File: src/rtl/decoder_scan.sv
// decoder_scan: registered binary-to-one-hot decoder with blanking and auto-scan chaser mode
module decoder_scan #(
  parameter int          IN_W    = 3,
  parameter int unsigned CNT_MAX = 24_999_999
) (
  input  logic              sys_clk,
  input  logic              sys_rst,
  input  logic              en,
  input  logic              mode,
  input  logic              scan_dir,
  input  logic              in_vld,
  input  logic [IN_W-1:0]   in_code,
  output logic [2**IN_W-1:0] out,
  output logic [IN_W-1:0]   out_idx,
  output logic              out_upd,
  output logic              wrap
);
  localparam int OUT_W = 2**IN_W;
  localparam int CW = (CNT_MAX == 0) ? 1 : $clog2(CNT_MAX + 1);
  localparam logic [CW-1:0] CMAX = CW'(CNT_MAX);
  typedef enum logic [1:0] {IDLE, DIRECT, SCAN} state_t;
  state_t state_q, state_d;
  logic [IN_W-1:0] idx_q, idx_d;
  logic [CW-1:0] cnt_q, cnt_d;
  logic [OUT_W-1:0] out_q, out_d;
  logic upd_q, upd_d, wrap_q, wrap_d;
  always_comb begin
    state_d = !en ? IDLE : (mode ? SCAN : DIRECT);
    idx_d = idx_q;
    cnt_d = '0;
    upd_d = 1'b0;
    wrap_d = 1'b0;
    // a load always wins over a step; SCAN entry only restarts the phase
    if (state_d != IDLE && in_vld) begin
      idx_d = in_code;
      upd_d = 1'b1;
    end else if (state_d == SCAN && state_q == SCAN) begin
      if (cnt_q == CMAX) begin
        idx_d = scan_dir ? idx_q - IN_W'(1) : idx_q + IN_W'(1);
        upd_d = 1'b1;
        wrap_d = scan_dir ? (idx_q == '0) : (&idx_q);
      end else begin
        cnt_d = cnt_q + CW'(1);
      end
    end
    out_d = (state_d == IDLE) ? '0 : OUT_W'(1) << idx_d;
  end
  always_ff @(posedge sys_clk) begin
    if (sys_rst) begin
      state_q <= IDLE;
      idx_q <= '0;
      cnt_q <= '0;
      out_q <= '0;
      upd_q <= 1'b0;
      wrap_q <= 1'b0;
    end else begin
      state_q <= state_d;
      idx_q <= idx_d;
      cnt_q <= cnt_d;
      out_q <= out_d;
      upd_q <= upd_d;
      wrap_q <= wrap_d;
    end
  end
  assign out = out_q;
  assign out_idx = idx_q;
  assign out_upd = upd_q;
  assign wrap = wrap_q;
endmodule

File: config.mk
export PLATFORM = sky130hd
export DESIGN_NAME = decoder_scan
export DESIGN_NICKNAME = d
export VERILOG_FILES = /design/src/rtl/decoder_scan.sv
export SDC_FILE = /design/constraint.sdc
export NUM_CORES = 1
export LEC_CHECK = 0
export CAP_MARGIN = 20
export CORE_ASPECT_RATIO = 1.1
export CORE_MARGIN = 1.5
export CORE_UTILIZATION = 49
export CTS_CLUSTER_SIZE = 28
export DETAILED_ROUTE_END_ITERATION = 7
export PLACE_DENSITY = 0.74
export SYNTH_ARGS = -nofsm -noshare
export SYNTH_HDL_FRONTEND = slang
export SYNTH_SLANG_ARGS = --single-unit
File: constraint.sdc
create_clock -name sys_clk -period 2.1 [get_ports sys_clk]
set_input_delay 0.42 -clock sys_clk [delete_from_list [all_inputs] [get_ports sys_clk]]
set_output_delay 0.42 -clock sys_clk [all_outputs]
set_load 0.02 [all_outputs]
Word-level counts from Yosys, hierarchy flattened
Index checks and enable logic that the tools add are counted.

Add/sub/neg operators: 3. Equality and inequality tests: 3. Shifts and indexed selects: 1. Multiplexer cells: 10. Bitwise logic cells: 2. Reductions and logical operators: 9.

Operators with widths (number): adder 25 x 1 -> 25 bit (second input constant) (1); == test 25 bit (second input constant) (1); 2-to-1 mux 3 bit (4); OR reduction 4 bit (2); << shifter 1 x 3 -> 8 bit (first input constant) (1); == test 2 bit (second input constant) (2); 2-to-1 mux 1 bit (4); 2-to-1 mux 2 bit (2); adder 3 x 1 -> 3 bit (second input constant) (1); zero test 3 bit (1); AND reduction 3 bit (1); subtractor 3 x 1 -> 3 bit (second input constant) (1); logical AND 1 bit (2); zero test 2 bit (1); inverter 1 bit (2); nonzero test 2 bit (1); OR reduction 2 bit (1).

Register bits after elaboration: 40. Input bits: 9. Output and inout port bits: 13. Logic and storage cells: 34.

Logic depth before layout (Yosys ltp)
Depth after elaboration: 7. Mapped depth: 7.

Worst setup path before layout
No wires, ideal clock.

Path type: reg-to-reg. Start: register cnt_q[0]. End: register out_q[4] (netlist: out[4]). Library setup time: 137 ps. Data arrival time: 1928 ps. Required time: 1963 ps. Path slack: 35 ps. Stages on the path, launching flop included: 8. Path buffers: 1. Period minus slack after synthesis: 2065 ps. Cell sequence: dfxtp_1 -> ha_1 -> nand2_1 -> or4_1 -> buf_2 -> nor3_4 -> mux2i_1 -> nor3_1.

Cells in the longest elaborated chain, start to end: 5.

Ends and longest elaborated chain: from (decl) (RTL line 24) `logic [CW-1:0] cnt_q, cnt_d;`; from (signal assigned) (RTL line 59) `cnt_q <= cnt_d;`; == test 25 bit (RTL line 38) `if (cnt_q == CMAX) begin`; 2-to-1 mux 3 bit (RTL line 38); 2-to-1 mux 3 bit (RTL line 37) `end else if (state_d == SCAN && state_q == SCAN) begin`; 2-to-1 mux 3 bit (RTL line 34) `if (state_d != IDLE && in_vld) begin`; << shifter 1 x 3 -> 8 bit (RTL line 46) `out_d = (state_d == IDLE) ? '0 : OUT_W'(1) << idx_d;`; to (signal assigned) (RTL line 60) `out_q <= out_d;`; to (decl) (RTL line 25) `logic [OUT_W-1:0] out_q, out_d;`.

Every way passes these cells. A chain may end at the register's enable or synchronous reset.

Final worst setup path
Start: input scan_dir. End: register out_q[5] (netlist: out[5]).

Cells in the longest elaborated chain, start to end: 5.

Ends and longest elaborated chain: from (decl) (RTL line 10) `input logic scan_dir,`; 2-to-1 mux 3 bit (RTL line 39) `idx_d = scan_dir ? idx_q - IN_W'(1) : idx_q + IN_W'(1);`; 2-to-1 mux 3 bit (RTL line 38); 2-to-1 mux 3 bit (RTL line 37); 2-to-1 mux 3 bit (RTL line 34); << shifter 1 x 3 -> 8 bit (RTL line 46).

Every way passes these cells.

==> flow_summary.toml <==
[pwr]
p_leak_nw = 0.8795
ir_drop_mv = 0.7091
cellPowerDensity_mw_per_mm2 = 716.0
total_power_mw = 1.806

[clock_tree]
clkSlewWorstSetupHoldPaths_ns = 0.08
cts_tree = "built"
cts.path.max_buffers = 2
htreeDepth = 2
clock_latency_ns = 0.30
clockRootBuffer = "clkbuf_8"
cts_sinks = 40
cts_buffers = 5

[yosys]
syn_inst = 209
synth_top_family_by_area = "simple AND/OR/NAND/NOR gates"
synth-xor-area-share_pct = 11.28
yosys.area_share.simple_pct = 32.44
ys.flop_type = "dfxtp_1"
synth_nets = 220
synthTopCellsByArea = "dfxtp_1, xor2_1, nor2_1"
synth_edf_count = 0
syn_area_mm2 = 0.001863
avgSynthCellArea_um2 = 8.914
synthAdderAreaFrac_pct = 1.746
netlist_top_cells_count = "dfxtp_1, nor2_1, xor2_1"
ys_async_sr_fraction_pct = 0
synth_compound_area_share_pct = 8.932
yosysWarningCount = 0
yosysTopAreaCellShare_pct = 42.98
yosysMostFrequentCell = "dfxtp_1"
synthMuxAreaShare_pct = 0.5373
synth_cell_types = 43
ys_seq_area_share_pct = 42.98
synth_top_area_cell = "dfxtp_1"
yosys_register_bits = 40

[placement]
pre_cts_slack_ns = -0.5340
hpwl_um = 3092
gp_congestion = 0.8627
io_buffers = 21
place_area_mm2 = 0.002293

[floorplan]
core_mm2 = 0.003655
fp.dieArea_mm2 = 0.004181
std_cell_rows = 23
die_height_um = 67.67
dieWidth_um = 61.79
start_util_pct = 50.98
io_pins = 22

[cells_and_area]
num-nets-final = 266
final_area_mm2 = 0.002522
area_growth_pct = 35.39
drive_gt1_share_pct = 18.36
antenna_cells = 0

[grt]
antenna_found_initial = 0
track_usage_pct = 23.21
grt_pass1_vias = 1645
grt_pass1_wl_um = 7093
grt-ovfl-total = 0
grt_max_degree = 26

[flow_run]
drv_cap = 0

[worst_setup_path]
r2r_slack_ns = 0.17
cp-startpoint = "scan_dir"
r2r_end = "out[7]$_SDFF_PP0_"
worst_setup_path_end_kind = "flop"
r2r_cells = 6
rr_startpoint = "state_q[0]$_SDFF_PP0_"
cp-start-kind = "input pin"
critical_path_class = "in2reg"
cp.required_ns = 2.32
cp_max_fo = 4
critPathArrivalTime_ns = 2.24

[route]
drtIter0Drc = 122
wl_per_cell_um = 14.40
drc = 0
drtPass1Iterations = 4
ant_nets = 0
wl_um = 4407
vias = 1699
viasPerCell = 5.552

[hold_path]
holdPathEnd = "state_q[0]$_SDFF_PP0_"
hp-class = "in2reg"
whs_path_depth = 3
hold_start = "mode"

[sta]
skew_ns = 0.008126
tightest_slew_ns = 0.3851
tns_ns = 0
min_period_ns = 2.014
setup_ws_ns = 0.08650
timing.final.crit_share_pct = 95.88
rsz0062_at_grt = "false"
whs_ns = 0.4293
slew_violations = 0
finalSetupViolCount = 0
max_freq_mhz = 496.6
relSlewSlack_pct = 74.26
hold_viol_final = 0

[outcome]
status = "complete, no violations"
-- routing by layer --
layer / GRT usage [%] / share of wire (%) / vias to the layer above
met5: 0 / 0 / -
met4: 11.70 / 3.4 / 0
met3: 5.747 / 4.7 / 15
met2: 41.71 / 51 / 49
met1: 24.41 / 41 / 797
li1: - / - / 838
-- cell type report --
type                            count  area, um^2
Fill cell                         297        1132
Sequential cell                    40       800.8
Clock buffer                        5       68.82
Inverter                            3       11.26
Tap cell                           50       62.56
Multi-Input combinational cell    160        1081
Clock inverter                      3       90.09
Timing Repair Buffer               45       407.9
-- power by group --
group,switching (mW),total (mW),internal [mW]
clock,0.275,0.869,0.594
combinational,0.0855,0.161,0.0750
sequential,0.00828,0.776,0.768
total,0.369,1.81,1.44
-- worst max-delay path: stages --
cell and delay (ns):
clkdlybuf4s50_1 0.52, fa_2 0.44, or3_1 0.39, o211a_1 0.30
a211oi_2 0.17
-- per-stage QoR --
step / utilization, % / instances
after global placement: 62.75 / 297
after global routing: 69.02 / 306
final: 69.02 / 306
after detailed placement: 62.75 / 297
after CTS: 67.31 / 305
after floorplan: - / 209
-- cell families (layout without fill, tap and decap cells) --
group                    after synthesis  in the layout
adder cells (fa/ha/maj)                2              2
AO/OA/AOI/OAI                         23             23
buffers and inverters                  9             56
flip-flops                            40             40
XOR/XNOR                              24             24
multiplexers                           1              1
AND/OR/NAND/NOR                      110            110
-- cells in the final DEF, fill, tap and decap left out, types with 2 or more instances in the layout --
| cell | synthesis | layout |
|---|---|---|
| a211oi_1 | 4 | 3 |
| a211oi_2 | 1 | 2 |
| a21oi_1 | 7 | 5 |
| a21oi_2 | 0 | 2 |
| and2_1 | 3 | 3 |
| and3_1 | 4 | 4 |
| and4_1 | 3 | 3 |
| and4b_1 | 2 | 2 |
| buf_4 | 0 | 23 |
| bufinv_16 | 0 | 3 |
| clkbuf_8 | 0 | 5 |
| clkdlybuf4s50_1 | 0 | 19 |
| dfxtp_1 | 40 | 40 |
| dlymetal6s2s_1 | 0 | 2 |
| inv_1 | 3 | 3 |
| nand2_1 | 11 | 11 |
| nand2b_1 | 2 | 2 |
| nand3_1 | 13 | 13 |
| nand4_1 | 11 | 11 |
| nor2_1 | 33 | 33 |
| nor3_1 | 11 | 10 |
| nor4_1 | 4 | 4 |
| nor4b_1 | 2 | 2 |
| o21ai_0 | 3 | 2 |
| xnor2_1 | 7 | 7 |
| xor2_1 | 17 | 17 |
-- registers in the layout, summed over array words and instances, names as in the netlist --
name / count
wrap: 1
out_idx: 3
state_q: 2
out: 8
cnt_q: 25
out_upd: 1
-- what timing repair did --
item | 4_1_cts | 5_1_grt
setup endpoints to repair | 10 | 9
pin swaps | 3 | 6
buffers inserted | 0 | 1
resized for setup | 3 | 11
hold buffers | 0 | 0
-- worst max path at each step --
stage | to | slack [ns] | cells after the start
5_1_grt | out[4]$_SDFF_PP0_ | 0.02 | 5
6_report | out[5]$_SDFF_PP0_ | 0.09 | 5
3_5_place_dp | out[6]$_SDFF_PP0_ | -0.53 | 6
3_3_place_gp | out[7]$_SDFF_PP0_ | -0.41 | 7
2_1_floorplan | out[4]$_SDFF_PP0_ | 0.03 | 7
4_1_cts | out[7]$_SDFF_PP0_ | 0.002 | 6
(Power assumes the default switching activity.)
